**config.mk**
```make
export PLATFORM = sky130hd
export DESIGN_NAME = board_reset_controller
export DESIGN_NICKNAME = d
export VERILOG_FILES = /design/src/rtl/board_reset_controller_pkg.sv /design/src/rtl/debounce_filter.sv /design/src/rtl/board_reset_controller.sv
export SDC_FILE = /design/constraint.sdc
export NUM_CORES = 1
export LEC_CHECK = 0
export BUFFER_PORTS_ARGS = -buffer_cell sky130_fd_sc_hd__buf_4
export CAP_MARGIN = 10
export CORE_MARGIN = 1
export CORE_UTILIZATION = 55
export DETAILED_ROUTE_END_ITERATION = 10
export PLACE_DENSITY_LB_ADDON = 0.25
export SETUP_SLACK_MARGIN = 0.5
export SYNTH_ARGS = -nofsm -noshare
export SYNTH_HDL_FRONTEND = slang
export SYNTH_SLANG_ARGS = --single-unit
```
**constraint.sdc**
```tcl
create_clock -name clock -period 4.1 [get_ports clock]
set_input_delay 1.025 -clock clock [delete_from_list [all_inputs] [get_ports clock]]
set_output_delay 1.025 -clock clock [all_outputs]
set_load 0.01 [all_outputs]
```
**src/rtl/board_reset_controller_pkg.sv**
```systemverilog
// rtl/board_reset_controller_pkg.sv - shared state encodings for the board reset sequencer
package board_reset_controller_pkg;

  // Raw encodings kept as plain localparams so other board tops and benches can reuse them
  localparam logic [1:0] STATE_HOLD         = 2'd0;
  localparam logic [1:0] STATE_WAIT_RELEASE = 2'd1;
  localparam logic [1:0] STATE_RUN          = 2'd2;

  typedef enum logic [1:0] {
    HOLD         = STATE_HOLD,
    WAIT_RELEASE = STATE_WAIT_RELEASE,
    RUN          = STATE_RUN
  } brc_state_e;

endpackage

```
**src/rtl/debounce_filter.sv**
```systemverilog
// rtl/debounce_filter.sv - two-flop synchronizer followed by a consecutive-cycle stability filter
module debounce_filter #(
  parameter int DEBOUNCE_CYCLES = 120000
) (
  input  logic clock,
  input  logic reset,
  input  logic raw,
  output logic stable
);

  localparam int CW = $clog2(DEBOUNCE_CYCLES + 1);
  localparam logic [CW-1:0] LAST = CW'(DEBOUNCE_CYCLES - 1);

  logic          sync1;
  logic          sync2;
  logic [CW-1:0] count;

  // Synchronize, then accept a new level only after it has disagreed for DEBOUNCE_CYCLES in a row
  always_ff @(posedge clock) begin
    if (reset) begin
      sync1  <= 1'b0;
      sync2  <= 1'b0;
      count  <= '0;
      stable <= 1'b0;
    end else begin
      sync1 <= raw;
      sync2 <= sync1;
      if (sync2 != stable) begin
        if (count == LAST) begin
          stable <= sync2;
          count  <= '0;
        end else begin
          count <= count + CW'(1);
        end
      end else begin
        count <= '0;
      end
    end
  end

endmodule

```
**src/rtl/board_reset_controller.sv**
```systemverilog
// rtl/board_reset_controller.sv - debounced reset/halt sequencer driving the core reset_n and halt pins
module board_reset_controller
  import board_reset_controller_pkg::*;
#(
  parameter int DEBOUNCE_CYCLES   = 120000,
  parameter int RESET_HOLD_CYCLES = 16,
  parameter int COUNT_WIDTH       = 8
) (
  input  logic                   clock,
  input  logic                   reset,
  input  logic                   button_raw,
  input  logic                   halt_raw,
  output logic                   core_reset_n,
  output logic                   core_halt,
  output logic [COUNT_WIDTH-1:0] reset_count,
  output logic                   in_reset
);

  localparam int HW = $clog2(RESET_HOLD_CYCLES + 1);
  localparam logic [HW-1:0] HOLD_LAST = HW'(RESET_HOLD_CYCLES - 1);

  logic          button_stable;
  logic          halt_stable;
  brc_state_e    state_q;
  brc_state_e    state_d;
  logic [HW-1:0] hold_q;
  logic [HW-1:0] hold_d;
  logic          count_inc;

  debounce_filter #(.DEBOUNCE_CYCLES(DEBOUNCE_CYCLES)) u_button_filter (
    .clock  (clock),
    .reset  (reset),
    .raw    (button_raw),
    .stable (button_stable)
  );

  debounce_filter #(.DEBOUNCE_CYCLES(DEBOUNCE_CYCLES)) u_halt_filter (
    .clock  (clock),
    .reset  (reset),
    .raw    (halt_raw),
    .stable (halt_stable)
  );

  // Next-state logic: a held button always parks in WAIT_RELEASE; leaving it restarts a full hold
  always_comb begin
    state_d   = state_q;
    hold_d    = hold_q;
    count_inc = 1'b0;
    case (state_q)
      HOLD: begin
        if (button_stable) begin
          state_d = WAIT_RELEASE;
          hold_d  = '0;
        end else if (hold_q == HOLD_LAST) begin
          state_d = RUN;
          hold_d  = '0;
        end else begin
          hold_d = hold_q + HW'(1);
        end
      end
      WAIT_RELEASE: begin
        hold_d = '0;
        if (!button_stable) state_d = HOLD;
      end
      RUN: begin
        hold_d = '0;
        // RUN is only entered with the button released, so a high level here is a fresh press
        if (button_stable) begin
          state_d   = WAIT_RELEASE;
          count_inc = 1'b1;
        end
      end
      default: begin
        state_d = HOLD;
        hold_d  = '0;
      end
    endcase
  end

  // State, press counter and registered outputs; outputs follow the next state so nothing is combinational
  always_ff @(posedge clock) begin
    if (reset) begin
      state_q      <= HOLD;
      hold_q       <= '0;
      reset_count  <= '0;
      core_reset_n <= 1'b0;
      in_reset     <= 1'b1;
      core_halt    <= 1'b0;
    end else begin
      state_q <= state_d;
      hold_q  <= hold_d;
      if (count_inc && (reset_count != '1)) reset_count <= reset_count + COUNT_WIDTH'(1);
      core_reset_n <= (state_d == RUN);
      in_reset     <= (state_d != RUN);
      core_halt    <= halt_stable && (state_d == RUN);
    end
  end

endmodule
```
==> results of run 1 <==
-- power breakdown --
part | switching [uW] | internal [uW] | total [uW]
sequential | 3.25 | 568 | 572
combinational | 9.86 | 7.47 | 17.3
clock | 232 | 408 | 640
-- critical path, delay by kind of cell, from the launching register on --
family | cells | cell delay [ns]
flops | 1 | 0.37
compound gates | 1 | 0.53
simple gates | 3 | 1.00
fa+ha+maj | 1 | 0.20
-- metal layers --
layer | global-route usage [%] | wire (um) | vias to the layer above
li1 | - | - | 987
met1 | 25.4 | 2010 | 864
met2 | 35.3 | 2090 | 34
met3 | 9.54 | 190 | 7
met4 | 9.69 | 72 | 0
met5 | 0 | 0 | -
-- stage by stage --
step / cell area [um^2] / power [uW] / std cells / hold slack [ns]
after floorplan: 2460 / 596 / 273 / 0.414
after global placement: 2600 / 601 / 332 / 0.431
after detailed placement: 2600 / 601 / 332 / 0.428
after CTS: 2850 / 1250 / 348 / 0.468
after global routing: 2850 / 1270 / 348 / 0.469
final: 2850 / 1230 / 348 / 0.457
-- worst paths after layout --
check,from,to,slack [ns],cells after the start
min,u_button_filter.count[0],u_button_filter.count[0],0.46,1
min reg2reg,u_button_filter.count[0],u_button_filter.count[0],0.46,1
max,u_halt_filter.count[0],u_halt_filter.count[16],1.87,5
max reg2reg,u_halt_filter.count[0],u_halt_filter.count[16],1.87,5
-- registers in the layout, summed over array words and instances (netlist names), 2 cells and up --
register	cells
reset_count	8
u_button_filter.count	17
u_halt_filter.count	17
hold_q	5
state_q	2
-- synthesized netlist by cell type, types with 2 or more instances --
cell	number	area, um^2
and3_1	4	25.0
xor2_1	13	114
and3b_1	2	17.5
o21ba_2	2	20.0
and2_1	3	18.8
nor2_1	47	176
nand3_1	11	55.1
a21oi_1	6	30.0
and4_1	2	17.5
nand2b_1	2	12.5
o21a_1	2	15.0
xnor2_1	19	166
nand2_1	18	67.6
o21ai_0	4	20.0
nand4_1	9	56.3
nand4b_1	3	26.3
clkbuf_1	2	7.51
nor2b_1	9	56.3
dfxtp_1	58	1160
nor3_1	11	55.1
or3_1	3	18.8
inv_1	12	45.0
ha_1	5	62.6
nor4_1	5	31.3
o31ai_1	3	22.5
or4_1	3	22.5
-- area by class of cell --
type	instances	area, um^2	area share, %
clock buffers	9	124	4.35
clock inverters	7	125	4.39
inverters	12	45.0	1.58
multi-input cells	198	1230	43.1
flip-flops and latches	58	1160	40.7
well taps	50	62.6	2.19
repair buffers	14	105	3.69
-- logic make-up after synthesis --
| kind of cell | after synthesis | share of synthesized area [%] |
|---|---|---|
| AOI/OAI and AO/OA | 24 | 7.06 |
| buffers and inverters | 17 | 3.10 |
| DFF | 58 | 47.1 |
| xor gates and xnor gates | 32 | 11.4 |
| muxes | 2 | 0.863 |
| adders and majority gates | 5 | 2.54 |
| and+or+nand+nor | 135 | 28.0 |
==> impl_metrics.csv, run 1 <==
group,metric,value,unit
timing,max_slew.worst_pin.slew,0.625,ns
synth,synth_ff_type,"dfxtp_1",
clock_network,cts_hold_buf,0,
floorplanning,fp.dieW,68.9,um
timing,min_period,2.23,ns
drt,drtIter0Drc,86,
synth,synthCells,273,
power,leakagePower,0.000984,uW
timing,skew,0.0112,ns
clock_network,numCtsBuffers,9,
clock_network,cts.sinks,58,
synth,synth_edf_count,0,
grt,grt_pass1_vias,1736,
worst_setup_path,crit_path_top_delay_cell,"or4_1",
synth,synthDistinctLibCells,41,
floorplanning,die_h,68.9,um
drt,routed_via_density,5.44,
hold_path,hp-class,"flip-flop to flip-flop",
synth,synthesis.area,2460,um^2
cells_and_area,final_common_cell,"dfxtp_1",
floorplanning,std_cell_rows,23,
cells_and_area,diodes,0,
grt,grt_pass1_wl,7400,um
cells_and_area,nets,302,
clock_network,cts_repair_resize_count,0,
timing,rsz0062_at_grt,"no",
timing,slew_headroom,58.3,%
grt,grt_overflow,0,
worst_setup_path,crit_fanout,16,
floorplanning,die-area,4750,um^2
worst_setup_path,cp_cell_sequence,"ha_1 > nand3_1 > or4_1 > o21ai_2 > nor2_1",
drt,wl_per_cell,12.5,um
clock_network,cts_tree,"yes",
synth,ys_ff_latch,58,
clock_network,clk_path_buf_depth,2,
cells_and_area,num-fill-cells,352,
timing,worst_slack,1.87,ns
timing,setup_viol,0,
floorplanning,start_util,59.5,%
run_status,outcome,"complete, no violations",
cells_and_area,drive_above_1_share,12.4,%
floorplanning,ios,15,
flow_run,cap_violations,0,
timing,fin_tns_setup,0,ns
grt,grt_max_degree,23,
worst_setup_path,worstSetupEndpointType,"flip-flop",
cells_and_area,finish.utilization,68.8,%
drt,drc_errors,0,
clock_network,cts_setup_buffers,0,
worst_setup_path,cp_data_arrival_time,2.42,ns
clock_network,clock_latency,0.34,ns
worst_setup_path,cpPeakStageDelay,0.63,ns
timing,hold_violations,0,
synth,seq_area_frac_synth,47.1,%
cells_and_area,layout_common_cells,"dfxtp_1, nor2_1, xnor2_1",
place,hpwl,2870,um
drt,firstDrtPassIters,4,
synth,syn_area_per_cell,9.03,um^2
timing,finalCritPeriodShare,54.3,%
cells_and_area,area_growth,15.6,%
timing,maxSlewViolCount,0,
floorplanning,core-area,4140,um^2
clock_network,cts_root_buf,"clkbuf_8",
power,p_per_area,431,nW/um^2
timing,max_freq,449,MHz
grt,antenna_found_initial,0,
worst_setup_path,required,4.29,ns
power,peakVddDrop,0.372,mV
drt,routed_wl,4360,um
drt,vias,1892,
worst_setup_path,worstSetupStartpointType,"flip-flop",
synth,syn_nets,282,
synth,ys.warnings.count,0,
clock_network,path_clk_slew,0.06,ns
clock_network,h-tree-depth,3,
drt,ant_nets,0,
worst_setup_path,critical_path_class,"flip-flop to flip-flop",
place,routabilityCongestion,0.811,
place,port_buffers,14,
grt,globalRouteTotalUtil,22.0,%
place,pre_cts_slack,1.86,ns
synth,async_reset_ff_share,0,%
No activity file was read; power rests on OpenSTA's default activity.
==> inputs of run 2 (changes only) <==
- CORE_UTILIZATION: 55 -> 53
- clock period: 4.1 -> 2 ns (I/O delays scaled with it)
==> run 2 against run 1 <==
Clock skew down 0.0027 ns. Register-to-register slack worse by 1.8 ns. First-iteration DRC count down 1.2%. Critical endpoint is now u_button_filter.count[5]. Sequential share of layout area down 4.1 points. Worst hold slack worse by 0.067 ns. Maximum frequency up 14%. Clock power up 83%. Die area up 3.7%.
==> impl_metrics.csv, run 2 (synthesis gave the netlist of run 1 again) <==
group,metric,value,unit
clock_network,cts_root_buf,"clkbuf_8",
floorplanning,core-area,4410,um^2
timing,max_slew.worst_pin.slew,0.416,ns
grt,grt_pass1_wl,8340,um
floorplanning,ios,15,
cells_and_area,final_common_cell,"dfxtp_1",
worst_setup_path,required,2.21,ns
hold_path,hp-class,"input port to flip-flop",
grt,grt_pass1_vias,1939,
timing,min_period,1.96,ns
worst_setup_path,worstSetupEndpointType,"flip-flop",
clock_network,h-tree-depth,3,
power,p_per_area,742,nW/um^2
hold_path,holdPathEnd,"u_halt_filter.sync1",
worst_setup_path,cp_data_arrival_time,2.17,ns
power,peakVddDrop,0.537,mV
worst_setup_path,critical_path_class,"flip-flop to flip-flop",
cells_and_area,multiInputGateArea,1370,um^2
run_status,outcome,"complete, no violations",
cells_and_area,area_growth,30.8,%
drt,ant_nets,0,
clock_network,cts_tree,"yes",
worst_setup_path,r2r_end,"u_button_filter.count[5]",
worst_setup_path,crit_fanout,5,
cells_and_area,num-fill-cells,319,
flow_run,cap_violations,0,
hold_path,holdPathStages,2,
worst_setup_path,reg2reg_slack,0.04,ns
clock_network,cts_hold_buf,0,
cells_and_area,regArea,1180,um^2
grt,antenna_found_initial,0,
cells_and_area,nets,325,
clock_network,path_clk_slew,0.07,ns
cells_and_area,top_regs,"u_button_filter.count: 17 flops, u_halt_filter.count: 17 flops, reset_count: 8 flops",
drt,drtIter0Drc,85,
cells_and_area,drive_above_1_share,30.3,%
timing,worst_slack,0.0410,ns
cells_and_area,layout_common_cells,"dfxtp_1, nor2_1, buf_4",
timing,finalHoldWorstSlack,0.390,ns
cells_and_area,diodes,0,
drt,drc_errors,0,
clock_network,clk_path_buf_depth,2,
hold_path,holdCritStartpoint,"halt_raw",
timing,setup_viol,0,
worst_setup_path,cp_cell_sequence,"or4_1 > or4_4 > o21ai_4 > buf_6 > buf_12 > nor2_1",
grt,globalRouteTotalUtil,21.5,%
place,port_buffers,14,
floorplanning,die-area,4930,um^2
drt,routed_via_density,5.38,
grt,grt_overflow,0,
worst_setup_path,critPathTopFamily,"simple AND/OR/NAND/NOR gates",
floorplanning,fp.dieW,70.2,um
drt,firstDrtPassIters,4,
worst_setup_path,cpPeakStageDelay,0.53,ns
drt,vias,2001,
clock_network,cts.sinks,58,
worst_setup_path,crit_path_top_delay_cell,"or4_1",
worst_setup_path,regToRegStartpoint,"u_button_filter.count[8]",
timing,max_freq,510,MHz
clock_network,clock_latency,0.33,ns
place,routabilityCongestion,0.874,
grt,grt_max_degree,23,
floorplanning,die_h,70.2,um
drt,routed_wl,4820,um
timing,rsz0062_at_grt,"yes",
floorplanning,start_util,55.8,%
timing,slew_headroom,72.0,%
timing,skew,0.00851,ns
timing,maxSlewViolCount,0,
worst_setup_path,worstSetupStartpointType,"flip-flop",
power,leakagePower,0.00114,uW
place,hpwl,2920,um
clock_network,numCtsBuffers,9,
worst_setup_path,worst-path-buf-inv,2,
drt,wl_per_cell,12.9,um
place,pre_cts_slack,0.105,ns
floorplanning,std_cell_rows,24,
timing,hold_violations,0,
timing,finalCritPeriodShare,97.9,%
worst_setup_path,reg2reg_depth,6,
## run 2: cell types whose count changed in the layout (fill, tap and decap cells not counted), moves of 3 or more
cell	before	now
buf_6	0	9
buf_4	14	26
dfxtp_1	58	47
nor4_1	5	2
nor2_2	0	12
nor4_2	0	3
dfxtp_4	0	3
dfxtp_2	0	8
nor2_1	47	34
## run 2: metal layers
layer	global-route usage, %	up-vias	part of all wire (%)
met5	0	-	0
met4	10.0	0	1.5
met3	5.63	6	1.7
met2	34.7	17	49
met1	26.8	950	48
li1	-	1028	-
## run 2: report_power, final
part / leakage [uW] / internal, uW / switching (uW)
combinational: 0.000552 / 29.4 / 28.0
sequential: 0.000475 / 1160 / 5.83
clock: 0.000112 / 726 / 443
## run 2: layout make-up
cell class,instances,area share (%)
sequential,58,36.7
clock buffer,10,4.27
timing repair buffer,37,10.7
multi-input combinational,198,42.5
clock inverter,5,2.44
inverter,12,1.40
tap,52,2.02
## run 2: repair_timing
action | CTS | global route
setup buffers | 11 | 3
cloned | 2 | 0
pin swaps | 15 | 11
setup endpoints to repair | 36 | 44
gates resized for setup | 21 | 30
## run 2: metrics by stage
stage | util [%] | cell area [um^2] | total power (uW) | TNS (ns) | instances
after floorplan | - | 2510 | 1220 | 0 | 273
after global placement | 61.4 | 2710 | 1240 | 0 | 341
after detailed placement | 61.4 | 2710 | 1240 | 0 | 341
after CTS | 70.2 | 3100 | 2420 | 0 | 369
after global routing | 73.0 | 3220 | 2470 | -0.000846 | 372
final | 73.0 | 3220 | 2390 | 0 | 372
## run 2: worst reg2reg max path, delay by kind of cell, from the launching register on
kind | cells | cell delay (ns)
DFF | 1 | 0.32
buffers and inverters | 2 | 0.26
AOI/OAI and AO/OA | 1 | 0.17
and+or+nand+nor | 3 | 1.10
## run 2: worst max-delay path by stage
stage	from	endpoint	slack, ns	cells past startpoint
2_1_floorplan	u_button_filter.count[8]	u_button_filter.count[8]	0.16	5
3_3_place_gp	u_button_filter.count[8]	u_button_filter.count[7]	0.11	5
3_5_place_dp	u_button_filter.count[8]	u_button_filter.count[10]	0.10	5
4_1_cts	u_button_filter.count[8]	u_button_filter.count[10]	0.1	6
5_1_grt	u_button_filter.count[8]	u_button_filter.count[6]	-0.0008	6
6_report	u_button_filter.count[8]	u_button_filter.count[5]	0.04	6
